File: src/rtl/sdram_port_arb.sv
// sdram_port_arb: two-port round-robin arbiter serialising commands to one SDRAM controller,
// returning read data and a completion pulse to the owner, with a sticky timeout on a silent controller.
module sdram_port_arb #(
    parameter int AW      = 21,
    parameter int TIMEOUT = 4095
) (
    input  logic          clk,
    input  logic          rst_n,
    input  logic          boot_done,
    input  logic          m0_req,
    input  logic          m0_we,
    input  logic [AW-1:0] m0_addr,
    input  logic [31:0]   m0_wdata,
    input  logic [3:0]    m0_be,
    input  logic          m1_req,
    input  logic          m1_we,
    input  logic [AW-1:0] m1_addr,
    input  logic [31:0]   m1_wdata,
    input  logic [3:0]    m1_be,
    output logic          m0_ack,
    output logic [31:0]   m0_rdata,
    output logic          m1_ack,
    output logic [31:0]   m1_rdata,
    output logic          s_req,
    output logic          s_we,
    output logic [AW-1:0] s_addr,
    output logic [31:0]   s_wdata,
    output logic [3:0]    s_be,
    input  logic          s_ack,
    input  logic [31:0]   s_rdata,
    output logic [1:0]    grant,
    output logic          timeout_err
);
    typedef enum logic [1:0] {IDLE, BUSY, DONE} state_t;

    state_t        state_q, state_d;
    logic          last_q, last_d;
    logic [11:0]   cnt_q, cnt_d;
    logic          s_req_q, s_req_d, s_we_q, s_we_d;
    logic [AW-1:0] s_addr_q, s_addr_d;
    logic [31:0]   s_wdata_q, s_wdata_d;
    logic [3:0]    s_be_q, s_be_d;
    logic          m0_ack_q, m0_ack_d, m1_ack_q, m1_ack_d;
    logic [31:0]   m0_rdata_q, m0_rdata_d, m1_rdata_q, m1_rdata_d;
    logic [1:0]    grant_q, grant_d;
    logic          terr_q, terr_d;
    logic          e1, pick1, tmo;

    // port 1 only competes after boot; on a tie the port that was not served last wins
    assign e1    = m1_req & boot_done;
    assign pick1 = e1 & (~m0_req | ~last_q);
    assign tmo   = cnt_q == 12'(TIMEOUT - 1);

    always_comb begin
        state_d    = state_q;
        last_d     = last_q;
        cnt_d      = cnt_q;
        s_req_d    = s_req_q;
        s_we_d     = s_we_q;
        s_addr_d   = s_addr_q;
        s_wdata_d  = s_wdata_q;
        s_be_d     = s_be_q;
        m0_ack_d   = 1'b0;
        m1_ack_d   = 1'b0;
        m0_rdata_d = m0_rdata_q;
        m1_rdata_d = m1_rdata_q;
        grant_d    = grant_q;
        terr_d     = terr_q;
        case (state_q)
            IDLE: if (m0_req | e1) begin
                s_we_d    = pick1 ? m1_we : m0_we;
                s_addr_d  = pick1 ? m1_addr : m0_addr;
                s_wdata_d = pick1 ? m1_wdata : m0_wdata;
                s_be_d    = pick1 ? m1_be : m0_be;
                grant_d   = pick1 ? 2'b10 : 2'b01;
                s_req_d   = 1'b1;
                cnt_d     = '0;
                state_d   = BUSY;
            end
            BUSY: begin
                cnt_d = cnt_q + 12'd1;
                if (s_ack | tmo) begin
                    s_req_d    = 1'b0;
                    terr_d     = terr_q | ~s_ack;
                    m0_ack_d   = grant_q[0];
                    m1_ack_d   = grant_q[1];
                    m0_rdata_d = grant_q[0] ? (s_ack ? s_rdata : 32'h0) : m0_rdata_q;
                    m1_rdata_d = grant_q[1] ? (s_ack ? s_rdata : 32'h0) : m1_rdata_q;
                    state_d    = DONE;
                end
            end
            DONE: begin
                last_d  = grant_q[1];
                grant_d = 2'b00;
                state_d = IDLE;
            end
            default: state_d = IDLE;
        endcase
    end

    always_ff @(posedge clk or negedge rst_n) begin
        if (!rst_n) begin
            state_q    <= IDLE;
            last_q     <= 1'b1;
            cnt_q      <= '0;
            s_req_q    <= 1'b0;
            s_we_q     <= 1'b0;
            s_addr_q   <= '0;
            s_wdata_q  <= '0;
            s_be_q     <= '0;
            m0_ack_q   <= 1'b0;
            m1_ack_q   <= 1'b0;
            m0_rdata_q <= '0;
            m1_rdata_q <= '0;
            grant_q    <= 2'b00;
            terr_q     <= 1'b0;
        end else begin
            state_q    <= state_d;
            last_q     <= last_d;
            cnt_q      <= cnt_d;
            s_req_q    <= s_req_d;
            s_we_q     <= s_we_d;
            s_addr_q   <= s_addr_d;
            s_wdata_q  <= s_wdata_d;
            s_be_q     <= s_be_d;
            m0_ack_q   <= m0_ack_d;
            m1_ack_q   <= m1_ack_d;
            m0_rdata_q <= m0_rdata_d;
            m1_rdata_q <= m1_rdata_d;
            grant_q    <= grant_d;
            terr_q     <= terr_d;
        end
    end

    assign s_req       = s_req_q;
    assign s_we        = s_we_q;
    assign s_addr      = s_addr_q;
    assign s_wdata     = s_wdata_q;
    assign s_be        = s_be_q;
    assign m0_ack      = m0_ack_q;
    assign m1_ack      = m1_ack_q;
    assign m0_rdata    = m0_rdata_q;
    assign m1_rdata    = m1_rdata_q;
    assign grant       = grant_q;
    assign timeout_err = terr_q;
endmodule

File: config.mk
export PLATFORM = sky130hd
export DESIGN_NAME = sdram_port_arb
export DESIGN_NICKNAME = d
export VERILOG_FILES = /design/src/rtl/sdram_port_arb.sv
export SDC_FILE = /design/constraint.sdc
export NUM_CORES = 1
export LEC_CHECK = 0
export CORE_MARGIN = 1
export CORE_UTILIZATION = 35
export CTS_CLUSTER_SIZE = 10
export DETAILED_ROUTE_END_ITERATION = 16
export PLACE_DENSITY = 0.72
export SETUP_SLACK_MARGIN = 0.02
export SYNTH_ARGS = -nofsm -noshare
export SYNTH_HDL_FRONTEND = slang
export SYNTH_SLANG_ARGS = --single-unit
File: constraint.sdc
create_clock -name clk -period 2 [get_ports clk]
set_input_delay 0.4 -clock clk [delete_from_list [all_inputs] [get_ports clk]]
set_output_delay 0.4 -clock clk [all_outputs]
set_load 0.02 [all_outputs]
**Word level (Yosys, flattened, before mapping)**

Index checks and enable logic that the tools add are counted.

- Add/sub/neg operators: 1
- Equal/unequal tests: 5
- Multiplexer cells: 20
- Bitwise gates (word level): 9
- Reductions and logical operators: 11

Operators by type and width:

| cell | number |
|---|---|
| $mux W32 | 2 |
| $pmux W12 S2 | 1 |
| $mux W21 | 1 |
| $add A12 B1 Y12 const B | 1 |
| $eq A12 B12 Y1 const B | 1 |
| $mux W12 | 1 |
| $reduce_and A2 Y1 | 5 |
| $reduce_and A3 Y1 | 3 |
| $mux W2 | 4 |
| $pmux W2 S2 | 2 |
| $mux W1 | 7 |
| $mux W4 | 1 |
| $ne A2 B2 Y1 const B | 2 |
| $or A1 B1 Y1 | 4 |
| $reduce_bool A2 Y1 | 2 |
| $not A1 Y1 | 3 |
| $and A1 B1 Y1 | 2 |
| $eq A2 B1 Y1 const B | 1 |
| $eq A2 B2 Y1 const B | 1 |
| $logic_not A2 Y1 | 1 |
| $pmux W1 S2 | 1 |

- Bits in registers: 143
- Input bits: 154
- Output and inout port bits: 128

**Depth between registers and ports, before layout**

Gate-level depths: netlist (run 1).

- Depth after elaboration: 6
- Depth in mapped cells: 7

**Worst setup path before layout (run 1)**

No wires, ideal clock.

- Path kind: reg-to-reg
- Start: register cnt_q[0]
- End: register m0_rdata_q[16], in the netlist m0_rdata[16]
- Arrival time: 1.538 ns
- Setup slack: 0.336 ns
- Stages on the path, launching flop included: 8
- Path buffers: 2
- Clock period less this slack: 1.664 ns
- Cell sequence: dfrtp_1 inv_1 ha_1 and2_1 a41oi_4 buf_4 buf_6 a221o_1

- Word-level cells in the longest chain between the ends: 3

RTL lines:

| item | RTL line | text |
|---|---|---|
| start: declaration | 38 | `logic [11:0] cnt_q, cnt_d;` |
| start signal: assignment | 120 | `cnt_q <= cnt_d;` |
| $eq A12 B12 Y1 | 52 | `assign tmo = cnt_q == 12'(TIMEOUT - 1);` |
| $or A1 B1 Y1 | 82 | `if (s_ack \| tmo) begin` |
| $reduce_and A3 Y1 (no line) | n/a |  |
| end signal: assignment | 128 | `m0_rdata_q <= m0_rdata_d;` |
| end: declaration | 44 | `logic [31:0] m0_rdata_q, m0_rdata_d, m1_rdata_q, m1_rdata_d;` |

Every way passes these cells.
A chain may end at the register's enable or synchronous reset.

**Final worst setup path (run 1)**

- Start: register grant_q[1], in the netlist grant[1]
- End: output port grant[1]

RTL lines:

| item | RTL line | text |
|---|---|---|
| start: declaration | 45 | `logic [1:0] grant_q, grant_d;` |
| start signal: assignment | 130 | `grant_q <= grant_d;` |
| end: declaration | 31 | `output logic [1:0] grant,` |

No word-level cell between the ends.

==> metrics, run 1 <==
PortBufs=281; clk_lat worst skew=430 ps; Routed WL per cell=18.1 um; CP Depth=1; Worst R2R End=m0_rdata[28]; Inst Count DP=1,167; Slew Limit Fails=0; Gate Count Post-Synth=657; CP Class=register to output pin; RSZ-0062 raised after global routing=no; Routed Antenna Nets=0; # diodes=0; GRT Total Usage=21.3%; worst ir drop on vdd=0.655 mV; fraction of layout cells with a size suffix above 1=12.8%; largest net degree at the start of global routing=79; initial antenna violation count=0; number of synthesized register bits=143; area of the mapped netlist=6910 um^2; Post-CTS Setup Bufs=0; # H-tree levels=4; commonest non-fill, non-tap cell in the layout=clkdlybuf4s50_1; CP bufs+invs=1; Slew headroom=67.5%; layout net count=1,078; Worst Path Max Fanout=5; Avg Synthesized Cell Area=10.5 um^2; grt total ovfl=0; Crit path arrival time=1520 ps; most frequent cells in the layout=clkdlybuf4s50_1, dfrtp_1, o21ai_0; final setup margin=76.4 ps; CP Capture Type=output pin; DP HPWL=14.7 mm; Worst Skew=12.6 ps; CP endpoint=grant[1]; CTS max path bufs=2; core area=19,400 um^2; Final Cycle Share=96.2%; Fin Hold WS=466 ps; Worst path top cell family by delay=buffers and inverters; synthesis-to-finish area growth=55.8%; first-pass GRT wire length=33.4 mm; Worst-path clk slew=60 ps; Synth Net Count=813; worst-case reg-to-reg path depth=6; Yosys cell types=40; critical-path cell list=clkdlybuf4s50_1; Die X=143 um; Fin. Hold Viols=0; CTS buffer count=17; Initial Util=35.6%; crit path from=grant[1]; Layout fillers=1,717; DR vias/cell=5.35; Crit-path slowest cell=clkdlybuf4s50_1; DRC=0; Crit path largest cell delay=670 ps; routability-driven placement congestion ratio=0.803; power per cell area=1480 nW/um^2; EDFF count, synth=0; r2r setup slk=210 ps; count of final setup violators=0; Seq/Total Area, Yosys=51.8%; Top Ports=282; Slew @ Worst Pin=488 ps; Worst Path Required=1600 ps; Tmin final=1920 ps; critical path startpoint category=register; Leak=4.03 nW; Post-Route WL=21.7 mm; CTS tree=done; Sink Count=143; via count=6,425; Worst R2R Start=cnt_q[0]; setup TNS=0 ps; post-route insts no fill=1,200; total of max-cap violations=0; Clock Root Buffer=clkbuf_16; die area=20,300 um^2; HP Class=register to register; drt first pass iters=4; Synth async-reset ratio=100%; Max Fclk=520 MHz; Die Y=143 um; vias in the first global route=6,124; Yosys warnings=0; cell row count=51; Post-synth top flop=dfrtp_1; dpl ws=-81.9 ps; run status=finished, final reports clean; DR iter-0 viols=327
## metal layers
metal,up-vias,global-route usage [%],part of all wire (%)
met3,27,6.56,8.7
li1,3046,-,-
met1,3067,27.7,44
met2,285,33.2,45
met4,0,7.58,1.9
met5,-,0,0
## cell families (layout without fill, tap and decap cells)
group	after synthesis	count (layout)	share of synthesized area, %
compound gates	269	269	26.0
simple gates	163	163	16.6
flops	143	143	51.8
buf+inv	75	353	4.52
mux	5	5	0.724
fa+ha+maj	2	2	0.362
## worst min path at each step
stage                start     endpoint  slack (ps)  cells past startpoint
2_1_floorplan        rst_n     cnt_q[0]         100                      0
3_3_place_gp         rst_n  m0_rdata[4]         380                      1
3_5_place_dp         rst_n  m1_rdata[4]         390                      1
4_1_cts        timeout_err  timeout_err         470                      2
5_1_grt          cnt_q[10]    cnt_q[10]         490                      1
6_report       timeout_err  timeout_err         470                      2
## registers in the layout, indices dropped and copies added, names as in the netlist, 2 cells and up
name      flops
m0_rdata     32
s_wdata      32
cnt_q        12
s_addr       21
grant         2
m1_rdata     32
s_be          4
state_q       2
## metrics by stage
step	utilization [%]	cell area [um^2]	total power, mW
final	55.5	10800	15.9
after global routing	55.5	10800	16.8
after CTS	55.5	10800	16.0
after detailed placement	52.5	10200	12.9
after global placement	52.5	10200	12.8
after floorplan	-	6910	9.00
## cell type report
cell class                 count  area [um^2]  share of cell area [%]
sequential                   143         3580                    33.2
timing repair buffer         316         3230                    30.0
multi-input combinational    439         3040                    28.2
clock buffer                  17          425                    3.95
tap                          265          332                    3.08
clock inverter                15          144                    1.34
inverter                       5         18.8                   0.174
## where the power goes
part	internal, mW	total, mW	switching [mW]
Sequential	4.14	5.05	0.911
Clock	1.65	3.08	1.43
Combinational	3.88	7.77	3.89
Total	9.67	15.9	6.23
## timing repair
action | in CTS | in global routing
gates resized for setup | 0 | 1
setup endpoints to repair | 0 | 1
hold endpoints to repair | 43 | 0
hold buffers | 1 | 0
## synth_stat cells, types with 5 or more instances
library cell	number	area [um^2]
inv_1	5	18.8
clkbuf_1	54	203
or3b_1	13	114
nand3_1	8	40.0
nor2_1	5	18.8
mux2i_1	5	50.1
nand4_1	6	37.5
a221o_1	64	641
a21oi_1	59	295
a31oi_1	59	369
and2_1	68	425
or3b_2	45	394
dfrtp_1	142	3550
buf_2	13	65.1
o21ai_0	74	370
Note: power is estimated with default switching activity, not from simulation.
==> run 2, diff against run 1 <==
--- a/config.mk
+++ b/config.mk
@@ -5,6 +5,7 @@
 export SDC_FILE = /design/constraint.sdc
 export NUM_CORES = 1
 export LEC_CHECK = 0
+export CAP_MARGIN = 20
 export CORE_MARGIN = 1
 export CORE_UTILIZATION = 35
 export CTS_CLUSTER_SIZE = 10
==> results of run 2 <==
No change in the layout: final DEF, timing and power equal those of run 1.
